[config.mk]
export PLATFORM = sky130hd
export DESIGN_NAME = game_sequencer
export DESIGN_NICKNAME = d
export VERILOG_FILES = /design/src/rtl/game_pkg.sv /design/src/rtl/bcd_inc4.sv /design/src/rtl/game_sequencer.sv
export SDC_FILE = /design/constraint.sdc
export NUM_CORES = 1
export LEC_CHECK = 0
export CAP_MARGIN = 20
export CORE_ASPECT_RATIO = 1.5
export CORE_MARGIN = 3
export CORE_UTILIZATION = 57
export CTS_CLUSTER_DIAMETER = 40
export DETAILED_ROUTE_END_ITERATION = 12
export GPL_TIMING_DRIVEN = 0
export PLACE_DENSITY = 0.8
export SLEW_MARGIN = 20
export SYNTH_ARGS = -nofsm -noshare
export SYNTH_HDL_FRONTEND = slang
export SYNTH_SLANG_ARGS = --single-unit
[constraint.sdc]
create_clock -name clk -period 3 [get_ports clk]
set_input_delay 0.6 -clock clk [delete_from_list [all_inputs] [get_ports clk]]
set_output_delay 0.6 -clock clk [all_outputs]
set_load 0.02 [all_outputs]
[src/rtl/game_pkg.sv]
`default_nettype none
// ============================================================================
// Module      : game_pkg
// Description : Shared types and constants for the falling-block piano game
//               controller: FSM state codes, BCD score ceiling and the
//               widths of the slow and lives fields.
// Revision    : 1.0 - initial release
// ============================================================================
package game_pkg;

  typedef enum logic [2:0] {
    ST_IDLE      = 3'd0,
    ST_COUNTDOWN = 3'd1,
    ST_PLAY      = 3'd2,
    ST_PAUSE     = 3'd3,
    ST_OVER      = 3'd4
  } state_t;

  localparam logic [15:0] BCD_MAX = 16'h9999;

  localparam int SLOW_W  = 3;
  localparam int LIVES_W = 3;

  typedef logic [SLOW_W-1:0]  slow_t;
  typedef logic [LIVES_W-1:0] lives_t;

endpackage
`default_nettype wire

[src/rtl/bcd_inc4.sv]
`default_nettype none
// ============================================================================
// Module      : bcd_inc4
// Description : Combinational saturating 4-digit BCD incrementer. Adds one
//               to a packed four-digit BCD value; 9999 passes through
//               unchanged.
// Revision    : 1.0 - initial release
// ============================================================================
module bcd_inc4
  import game_pkg::*;
(
  input  logic [15:0] in,
  output logic [15:0] out
);

  logic w_carry;

  // Ripple a +1 carry from the least significant digit, wrapping 9 to 0.
  always_comb begin
    out     = in;
    w_carry = 1'b1;
    if (in != BCD_MAX) begin
      for (int d = 0; d < 4; d++) begin
        if (w_carry) begin
          if (in[d*4 +: 4] == 4'd9) begin
            out[d*4 +: 4] = 4'd0;
          end else begin
            out[d*4 +: 4] = in[d*4 +: 4] + 4'd1;
            w_carry       = 1'b0;
          end
        end
      end
    end
  end

endmodule
`default_nettype wire

[src/rtl/game_sequencer.sv]
`default_nettype none
// ============================================================================
// Module      : game_sequencer
// Description : Round controller for the falling-block piano game. Steps
//               IDLE -> COUNTDOWN -> PLAY -> OVER, drives the block mover
//               (enable, reset, speed, pattern seed) and keeps the BCD
//               score, remaining lives and difficulty level.
//               Build option GAME_PAUSE_EN adds a PAUSE state toggled by
//               btn_pause; without it btn_pause is ignored.
// Revision    : 1.0 - initial release
// ============================================================================
module game_sequencer
  import game_pkg::*;
#(
  parameter int LIVES_INIT = 3,
  parameter int LEVEL_STEP = 10,
  parameter int SLOW_INIT  = 4,
  parameter int SLOW_MIN   = 1,
  parameter int CD_TICKS   = 100000000
) (
  input  logic        clk,
  input  logic        rst,
  input  logic        btn_start,
  input  logic        btn_pause,
  input  logic        hit,
  input  logic        miss,
  output logic        mover_ena,
  output logic        mover_rst,
  output logic [2:0]  slow,
  output logic [3:0]  seed,
  output logic [15:0] score,
  output logic [2:0]  lives,
  output logic [2:0]  state,
  output logic        game_over
);

  localparam int             CD_W         = (CD_TICKS > 1) ? $clog2(CD_TICKS) : 1;
  localparam logic [CD_W-1:0] C_CD_LAST    = CD_W'(CD_TICKS - 1);
  localparam logic [7:0]      C_LEVEL_LAST = 8'(LEVEL_STEP - 1);
  localparam lives_t          C_LIVES_INIT = lives_t'(LIVES_INIT);
  localparam slow_t           C_SLOW_INIT  = slow_t'(SLOW_INIT);
  localparam slow_t           C_SLOW_MIN   = slow_t'(SLOW_MIN);

  state_t          r_state;
  logic            r_mover_ena;
  logic            r_mover_rst;
  slow_t           r_slow;
  logic [3:0]      r_seed;
  logic [15:0]     r_score;
  lives_t          r_lives;
  logic            r_game_over;
  logic [3:0]      r_free;
  logic [CD_W-1:0] r_cd_cnt;
  logic [7:0]      r_hit_cnt;
  logic            r_hit_d1;
  logic            r_hit_d2;
  logic            r_miss_d1;
  logic            r_miss_d2;

  logic        w_start;
  logic        w_hit_rise;
  logic        w_miss_rise;
  logic        w_last_life;
  logic [15:0] w_score_inc;

  // A start press restarts from any state except an already running countdown.
  assign w_start     = btn_start && (r_state != ST_COUNTDOWN);
  assign w_hit_rise  = r_hit_d1 & ~r_hit_d2;
  assign w_miss_rise = r_miss_d1 & ~r_miss_d2;
  assign w_last_life = (r_lives <= lives_t'(1));

`ifndef GAME_PAUSE_EN
  logic w_unused_pause;
  assign w_unused_pause = btn_pause;
`endif

  bcd_inc4 u_bcd_inc4 (
    .in  (w_score_inc_src()),
    .out (w_score_inc)
  );

  function automatic logic [15:0] w_score_inc_src();
    return r_score;
  endfunction

  // Free-running seed source, advancing every clock since reset.
  always_ff @(posedge clk or posedge rst) begin
    if (rst) r_free <= 4'd0;
    else     r_free <= r_free + 4'd1;
  end

  // Two-stage edge detectors; a new game preloads them as "already high" so a
  // flag still asserted from the last round does not register as a new edge.
  always_ff @(posedge clk or posedge rst) begin
    if (rst) begin
      r_hit_d1  <= 1'b0;
      r_hit_d2  <= 1'b0;
      r_miss_d1 <= 1'b0;
      r_miss_d2 <= 1'b0;
    end else if (w_start) begin
      r_hit_d1  <= 1'b1;
      r_hit_d2  <= 1'b1;
      r_miss_d1 <= 1'b1;
      r_miss_d2 <= 1'b1;
    end else begin
      r_hit_d1  <= hit;
      r_hit_d2  <= r_hit_d1;
      r_miss_d1 <= miss;
      r_miss_d2 <= r_miss_d1;
    end
  end

  // Round FSM with registered mover controls, score, lives and level.
  always_ff @(posedge clk or posedge rst) begin
    if (rst) begin
      r_state     <= ST_IDLE;
      r_mover_ena <= 1'b0;
      r_mover_rst <= 1'b1;
      r_slow      <= C_SLOW_INIT;
      r_seed      <= 4'd0;
      r_score     <= 16'h0000;
      r_lives     <= C_LIVES_INIT;
      r_game_over <= 1'b0;
      r_cd_cnt    <= '0;
      r_hit_cnt   <= 8'd0;
    end else begin
      r_mover_rst <= 1'b0;
      if (w_start) begin
        r_state     <= ST_COUNTDOWN;
        r_mover_rst <= 1'b1;
        r_mover_ena <= 1'b0;
        r_game_over <= 1'b0;
        r_score     <= 16'h0000;
        r_hit_cnt   <= 8'd0;
        r_lives     <= C_LIVES_INIT;
        r_slow      <= C_SLOW_INIT;
        r_seed      <= r_free;
        r_cd_cnt    <= '0;
      end else begin
        case (r_state)
          ST_COUNTDOWN: begin
            if (r_cd_cnt == C_CD_LAST) begin
              r_state     <= ST_PLAY;
              r_mover_ena <= 1'b1;
              r_cd_cnt    <= '0;
            end else begin
              r_cd_cnt <= r_cd_cnt + 1'b1;
            end
          end
          ST_PLAY: begin
            // A miss takes precedence over a simultaneous hit.
            if (w_miss_rise) begin
              if (w_last_life) begin
                r_lives     <= lives_t'(0);
                r_state     <= ST_OVER;
                r_mover_ena <= 1'b0;
                r_game_over <= 1'b1;
              end else begin
                r_lives <= r_lives - lives_t'(1);
              end
            end else if (w_hit_rise) begin
              r_score <= w_score_inc;
              if (r_hit_cnt == C_LEVEL_LAST) begin
                r_hit_cnt <= 8'd0;
                if (r_slow > C_SLOW_MIN) r_slow <= r_slow - slow_t'(1);
              end else begin
                r_hit_cnt <= r_hit_cnt + 8'd1;
              end
            end
`ifdef GAME_PAUSE_EN
            // Pausing yields to a game-ending miss on the same cycle.
            if (btn_pause && !(w_miss_rise && w_last_life)) begin
              r_state     <= ST_PAUSE;
              r_mover_ena <= 1'b0;
            end
`endif
          end
`ifdef GAME_PAUSE_EN
          ST_PAUSE: begin
            if (btn_pause) begin
              r_state     <= ST_PLAY;
              r_mover_ena <= 1'b1;
            end
          end
`endif
          default: begin
          end
        endcase
      end
    end
  end

  assign mover_ena = r_mover_ena;
  assign mover_rst = r_mover_rst;
  assign slow      = r_slow;
  assign seed      = r_seed;
  assign score     = r_score;
  assign lives     = r_lives;
  assign state     = r_state;
  assign game_over = r_game_over;

endmodule
`default_nettype wire

# --- Word level (Yosys, flattened, before mapping) ---
# Cells that the tools add are included.
totals:
  regBits: 75
  out_inout_bits: 32
  word_cells: 126
  inputBits: 6
classes:
  reduce_logical: 22
  eq_ne: 14
  n_addsub: 9
  n_mux: 57
  n_lt_le_gt_ge: 2
  bitwise_logic: 4
ops:
  columns: ["operator", "n"]
  rows:
  - ["2-to-1 mux 27 bit", 3]
  - ["2-to-1 mux 16 bit", 5]
  - ["2-to-1 mux 3 bit", 14]
  - ["2-to-1 mux 8 bit", 5]
  - ["2-to-1 mux 4 bit", 7]
  - ["adder 27 x 1 -> 27 bit (second input constant)", 1]
  - ["== test 27 bit (second input constant)", 1]
  - ["nonzero test 2 bit", 11]
  - ["2-to-1 mux 1 bit", 21]
  - ["adder 4 x 1 -> 4 bit (second input constant)", 5]
  - ["AND reduction 5 bit", 4]
  - ["== test 4 bit (second input constant)", 4]
  - ["!= test 16 bit (second input constant)", 1]
  - ["!= test 3 bit (second input constant)", 3]
  - ["adder 8 x 1 -> 8 bit (second input constant)", 1]
  - ["== test 8 x 4 -> 1 bit (second input constant)", 1]
  - ["AND reduction 4 bit", 2]
  - ["case mux 3 bit (2 select lines)", 1]
  - ["AND reduction 3 bit", 2]
  - ["subtractor 3 x 1 -> 3 bit (second input constant)", 2]
  - ["== test 3 x 1 -> 1 bit (second input constant)", 1]
  - ["== test 3 x 2 -> 1 bit (second input constant)", 1]
  - ["greater-than comparator 3 x 1 -> 1 bit (second input constant)", 1]
  - ["less-or-equal comparator 3 x 1 -> 1 bit (second input constant)", 1]
  - ["other kinds (8)", 10]

# --- Depth between registers and ports, before layout ---
depth:
  word_depth: 13
  depth_mapped: 7
  mapped_depth_nobuf: 7

# --- Modules after synthesis ---
# From an unflattened synthesis, not the netlist that was laid out.
unflattened:
  hier_cells: 406
  area_unflattened_um2: 3930.0
modules_own_cells:
  columns: ["mod", "cells_per_inst", "seq_area_each_um2", "area_each_um2", "n_inst"]
  rows:
  - ["game_sequencer", 347, 1856.8, 3528.4, 1]
  - ["bcd_inc4", 59, 0.0, 401.6, 1]

# --- Worst setup path after synthesis ---
# OpenSTA, ideal clock, no wires.
synth_path:
  path_type: "reg-to-reg"
  from: "register r_state[1] (netlist: state[1])"
  to: "register r_score[7] (netlist: score[7])"
  path_stages_with_launch: 6
  path_buffers: 0
  synth_period_minus_slack_ps: 2122
  required_ps: 2931
  path_slack_ps: 878
  t_arrival_ps: 2053
  setup_time_ps: 69
  path_cell_list: "dfrtp_1 -> or3b_4 -> nor4_4 -> a21oi_2 -> or4_1 -> nand3_1"
synth_between:
  elab_chain_cells: 4
  elab_cells_between_ends: 10
  classes_between: "eq/ne (3); mux (1); reduce/logical (6)"
synth_lines:
  columns: ["element", "line_no", "rtl"]
  rows:
  - ["from (decl)", "game_sequencer.sv:44", "state_t r_state;"]
  - ["from (signal assigned)", "game_sequencer.sv:116", "r_state <= ST_IDLE;"]
  - ["from (signal assigned)", "game_sequencer.sv:129", "r_state <= ST_COUNTDOWN;"]
  - ["from (signal assigned)", "game_sequencer.sv:143", "r_state <= ST_PLAY;"]
  - ["!= test 3 x 1 -> 1 bit", "game_sequencer.sv:67", "assign w_start = btn_start && (r_state != ST_COUNTDOWN);"]
  - ["logical AND 1 bit", "game_sequencer.sv:67", null]
  - ["!= test 2 bit (no source line) / nonzero test 2 bit (equally long branches)", null, null]
  - ["AND reduction 5 bit (no source line)", null, null]
  - ["to (signal assigned)", "game_sequencer.sv:162", "r_score <= w_score_inc;"]
  - ["to (decl)", "game_sequencer.sv:49", "logic [15:0] r_score;"]
# Several ways; a longest one is shown, not always the timed one.
# A chain may end at the register's enable or synchronous reset.

# --- Final worst setup path ---
layout_path:
  from: "register r_state[1] (netlist: state[1])"
  to: "register r_score[15] (netlist: score[15])"
layout_between:
  elab_chain_cells: 4
  elab_cells_between_ends: 10
  classes_between: "eq/ne (3); mux (1); reduce/logical (6)"
layout_lines:
  columns: ["element", "line_no", "rtl"]
  rows:
  - ["!= test 3 x 1 -> 1 bit *", "game_sequencer.sv:67", null]
  - ["logical AND 1 bit *", "game_sequencer.sv:67", null]
  - ["net w_start", "game_sequencer.sv:60", "logic w_start;"]
  - ["!= test 2 bit (no source line) / nonzero test 2 bit (equally long branches)", null, null]
  - ["AND reduction 5 bit (no source line)", null, null]
# Mark *: on every way through the listed nets, which the timed path passes. The rest lies on a longest branch.

==> impl_metrics.tcl <==
set metrics [dict create \
    wirelength_um 8439 \
    vias_per_cell 5.858 \
    ctsResizeCount 0 \
    reg2regPathDepth 7 \
    critPathMaxFanout 10 \
    finalNonFillerCells 536 \
    outcome "finished, final reports clean" \
    tritoncts.num_buffers 9 \
    fin_tns_setup_ns 0 \
    maxCapViolations 0 \
    final_layout_size_suffix_gt1_share_pct 8.043 \
    layout-area-overhead-vs-synth_pct 18.08 \
    postSynth.asyncResetShare_pct 100.0 \
    timing.final.setup_violations 0 \
    placed_cells 520 \
    net-switching-power_uw 890.4 \
    tritoncts "built" \
    whs_path_depth 1 \
    ctsHtreeMaxLevel 3 \
    global_route.overflow_total 0 \
    seq_area_frac_synth_pct 48.07 \
    endpoint_kind "flip-flop" \
    final_design_area_no_fill_um2 4561 \
    powerDensity_nw_per_um2 619.6 \
    cts_setup_buffers 0 \
    routed-via-count 3140 \
    cts_hold_buf 0 \
    finalWorstPathRequiredPeriod_ns 2.606 \
    clkLatencyLatePin_ns 0.37 \
    worstPathBufferInverterCount 4 \
    synth.top_cells.by_area "sky130_fd_sc_hd__dfrtp_1 45%, sky130_fd_sc_hd__nor2_1 5.7%, sky130_fd_sc_hd__ha_1 4.9%, sky130_fd_sc_hd__nand2_1 4.2%, sky130_fd_sc_hd__xnor2_1 4.1%" \
    via_count_of_the_first_global_routing_pass 3259 \
    achievable-frequency_ghz 0.3837 \
    hold-worst-slack_ns 0.4663 \
    pwr-share-comb_pct 23.2 \
    power_mw 2.826 \
    postSynthCellCount 408 \
    clk_pin_slew_ns 0.09 \
    dominantRegCellSynth "sky130_fd_sc_hd__dfrtp_1" \
    floorplan.rows 36 \
    cellInternalPower_mw 1.935 \
    timing.critical_path.slowest_stage_cell "sky130_fd_sc_hd__dfrtp_1" \
    crit_path_max_incr_delay_ns 0.53 \
    initial_core_util_pct 59.14 \
    design.portCount 38 \
    drc_violation_total_after_the_first_tritonroute_iteration 210 \
    drtAntennaViolNets 0 \
    detail_route.first_pass.iterations 4 \
    seqPwrFrac_pct 44.8 \
    die-height_um 106.8 \
    min_period_over_period_pct 86.88 \
    synth_edf_count 0 \
    grt_pass1_wl_um 14700 \
    die_w_um 73.21 \
    most_frequent_cell_after_synthesis "sky130_fd_sc_hd__dfrtp_1" \
    timing.critical_path.arrival_ns 2.83 \
    worst_ep_required_ns 3.22 \
    rsz_0062_raised_after_global_routing "false" \
    synth.cell_area_um2 3862 \
    ff2ff_setup_slack_ns 0.39 \
    number_of_antenna_violations_at_the_first_check_in_global_routing 0 \
    report.final.hold_viol_count 0 \
    dpl_cell_area_um2 4330 \
    finalWeightedCongestion 0.8807 \
    hpwl_detailed_um 6007 \
    post_synth.cell_area_avg_um2 9.467 \
    post_synth_num_cell_types 58 \
    core-area_um2 6531 \
    worst_r2r_startpoint "state[1]" \
    synth_top_cell_by_area "sky130_fd_sc_hd__dfrtp_1" \
    synth_largest_type_area_fraction_pct 45.35 \
    cts_buffer_depth 2 \
    drcViolationCount 0 \
    power.switching_fraction_pct 31.51 \
    min_to "r_hit_d2" \
    synth_nets 429 \
    timing.max_slew.rel_slack_pct 62.02 \
    fin_nets 476 \
    hold_class "reg2reg" \
    die_area_um2 7820 \
    timing.critical_path.max_delay_family "buffers and inverters" \
    grt_use_total_pct 24.01 \
    ctsRootBufferMaster "sky130_fd_sc_hd__clkbuf_8" \
    worst_setup_path_start_kind "flip-flop" \
    hp-start "r_hit_d1" \
    clock_skew_ns 0.01741 \
    power.static_leakage_nw 2.042 \
    placement.io_buffers 35 \
    transition_time_at_the_pin_with_the_least_slew_margin_ns 0.5697 \
    slew_viol_final 0 \
    crit_path_cell_trace "or3b_1 -> clkbuf_1 -> nand2_1 -> inv_1 -> clkbuf_1 -> clkbuf_1 -> nor2_1" \
    grt_max_degree 44 \
    antenna_cell_count 0 \
    routedWlPerCell_um 15.74 \
    irDropWorstVdd_v 0.0005539 \
    clock_power_share_pct 32.0 \
    count_of_warnings_emitted_by_yosys 0 \
    filler_cell_count 494 \
    crit_top_cell "sky130_fd_sc_hd__clkbuf_1" \
    synth_common_cells "70 x sky130_fd_sc_hd__dfrtp_1, 59 x sky130_fd_sc_hd__nor2_1, 43 x sky130_fd_sc_hd__nand2_1" \
    cts_sinks 74 \
    worst-setup-path-type "reg2reg" \
    ys_seq_elements 74 \
    timing.rr.end "score[15]" \
]
==> cell families (layout without fill, tap and decap cells) <==
kind of cell               count (synthesis)  count (layout)  share of synthesized area [%]
adders and majority gates                 15              15                          4.859
buffers and inverters                     31              83                          3.175
xor gates and xnor gates                  25              25                          5.669
AOI/OAI and AO/OA                         61              61                          10.43
muxes                                      8               8                          2.106
and+or+nand+nor                          194             194                          25.69
DFF                                       74              74                          48.07
==> per-stage QoR <==
stage | util, % | setup slack (ns)
global placement | 65.96 | -0.6683
global route | 69.83 | 0.2421
CTS | 69.83 | 0.4250
floorplan | - | 0.5250
detailed placement | 66.30 | 0.3157
finish | 69.83 | 0.3935
==> cell type report <==
type / instances / area [um^2] / area share [%]
Multi-Input combinational cell: 303 / 1883 / 41.29
Sequential cell: 74 / 1857 / 40.71
Timing Repair Buffer: 36 / 370.4 / 8.121
Clock buffer: 12 / 155.1 / 3.402
Tap cell: 76 / 95.09 / 2.085
Clock inverter: 4 / 75.07 / 1.646
Inverter: 19 / 73.82 / 1.619
Buffer: 12 / 51.30 / 1.125
==> state kept, by name, summed over array words and instances (netlist names), 3 cells and up <==
| signal | cells |
|---|---|
| lives | 3 |
| r_cd_cnt | 27 |
| r_free | 4 |
| r_hit_cnt | 8 |
| score | 16 |
| seed | 4 |
| slow | 3 |
| state | 3 |
==> worst max path at each step <==
stage	cells after the start	slack, ns	start	end
floorplan	1	0.52	rst	game_over
global placement	2	-0.67	rst	seed[0]
detailed placement	6	0.32	btn_start	score[15]
CTS	7	0.42	state[1]	score[9]
global route	7	0.24	state[1]	score[0]
finish	7	0.39	state[1]	score[15]
==> power groups by stage <==
stage,clock [mW],combinational [mW],sequential [mW]
2_1_floorplan,0,0.362,1.33
3_3_place_gp,0,0.628,1.27
3_5_place_dp,0,0.664,1.28
4_1_cts,0.913,0.666,1.27
5_1_grt,0.961,0.737,1.29
6_report,0.903,0.657,1.27
==> cell usage in the layout, fill, tap and decap left out, types with 3 or more instances in the layout <==
cell type | Yosys | routed
sky130_fd_sc_hd__clkbuf_1 | 9 | 10
sky130_fd_sc_hd__xnor2_1 | 18 | 18
sky130_fd_sc_hd__clkbuf_8 | 0 | 11
sky130_fd_sc_hd__ha_1 | 15 | 15
sky130_fd_sc_hd__o21ai_0 | 19 | 19
sky130_fd_sc_hd__xor2_1 | 7 | 7
sky130_fd_sc_hd__a21oi_1 | 12 | 12
sky130_fd_sc_hd__or3_1 | 5 | 5
sky130_fd_sc_hd__and3_1 | 7 | 7
sky130_fd_sc_hd__nand2b_1 | 9 | 9
sky130_fd_sc_hd__nor2b_1 | 3 | 3
sky130_fd_sc_hd__inv_1 | 19 | 18
sky130_fd_sc_hd__a22o_1 | 4 | 4
sky130_fd_sc_hd__nor3_1 | 14 | 14
sky130_fd_sc_hd__nand4_1 | 5 | 5
sky130_fd_sc_hd__dfstp_2 | 4 | 4
sky130_fd_sc_hd__mux2i_1 | 7 | 7
sky130_fd_sc_hd__dfrtp_1 | 70 | 70
sky130_fd_sc_hd__nor4_1 | 4 | 4
sky130_fd_sc_hd__nor2_1 | 59 | 59
sky130_fd_sc_hd__nand3b_1 | 5 | 5
sky130_fd_sc_hd__nand2_1 | 43 | 43
sky130_fd_sc_hd__clkdlybuf4s50_1 | 0 | 35
sky130_fd_sc_hd__nand3_1 | 21 | 21
==> routing by layer <==
layer / global-route usage (%) / wire [um]
met3: 6.098 / 288
met2: 39.56 / 4477
met1: 29.12 / 3509
met4: 10.55 / 163
met5: 0 / 0
(Power assumes the default switching activity.)
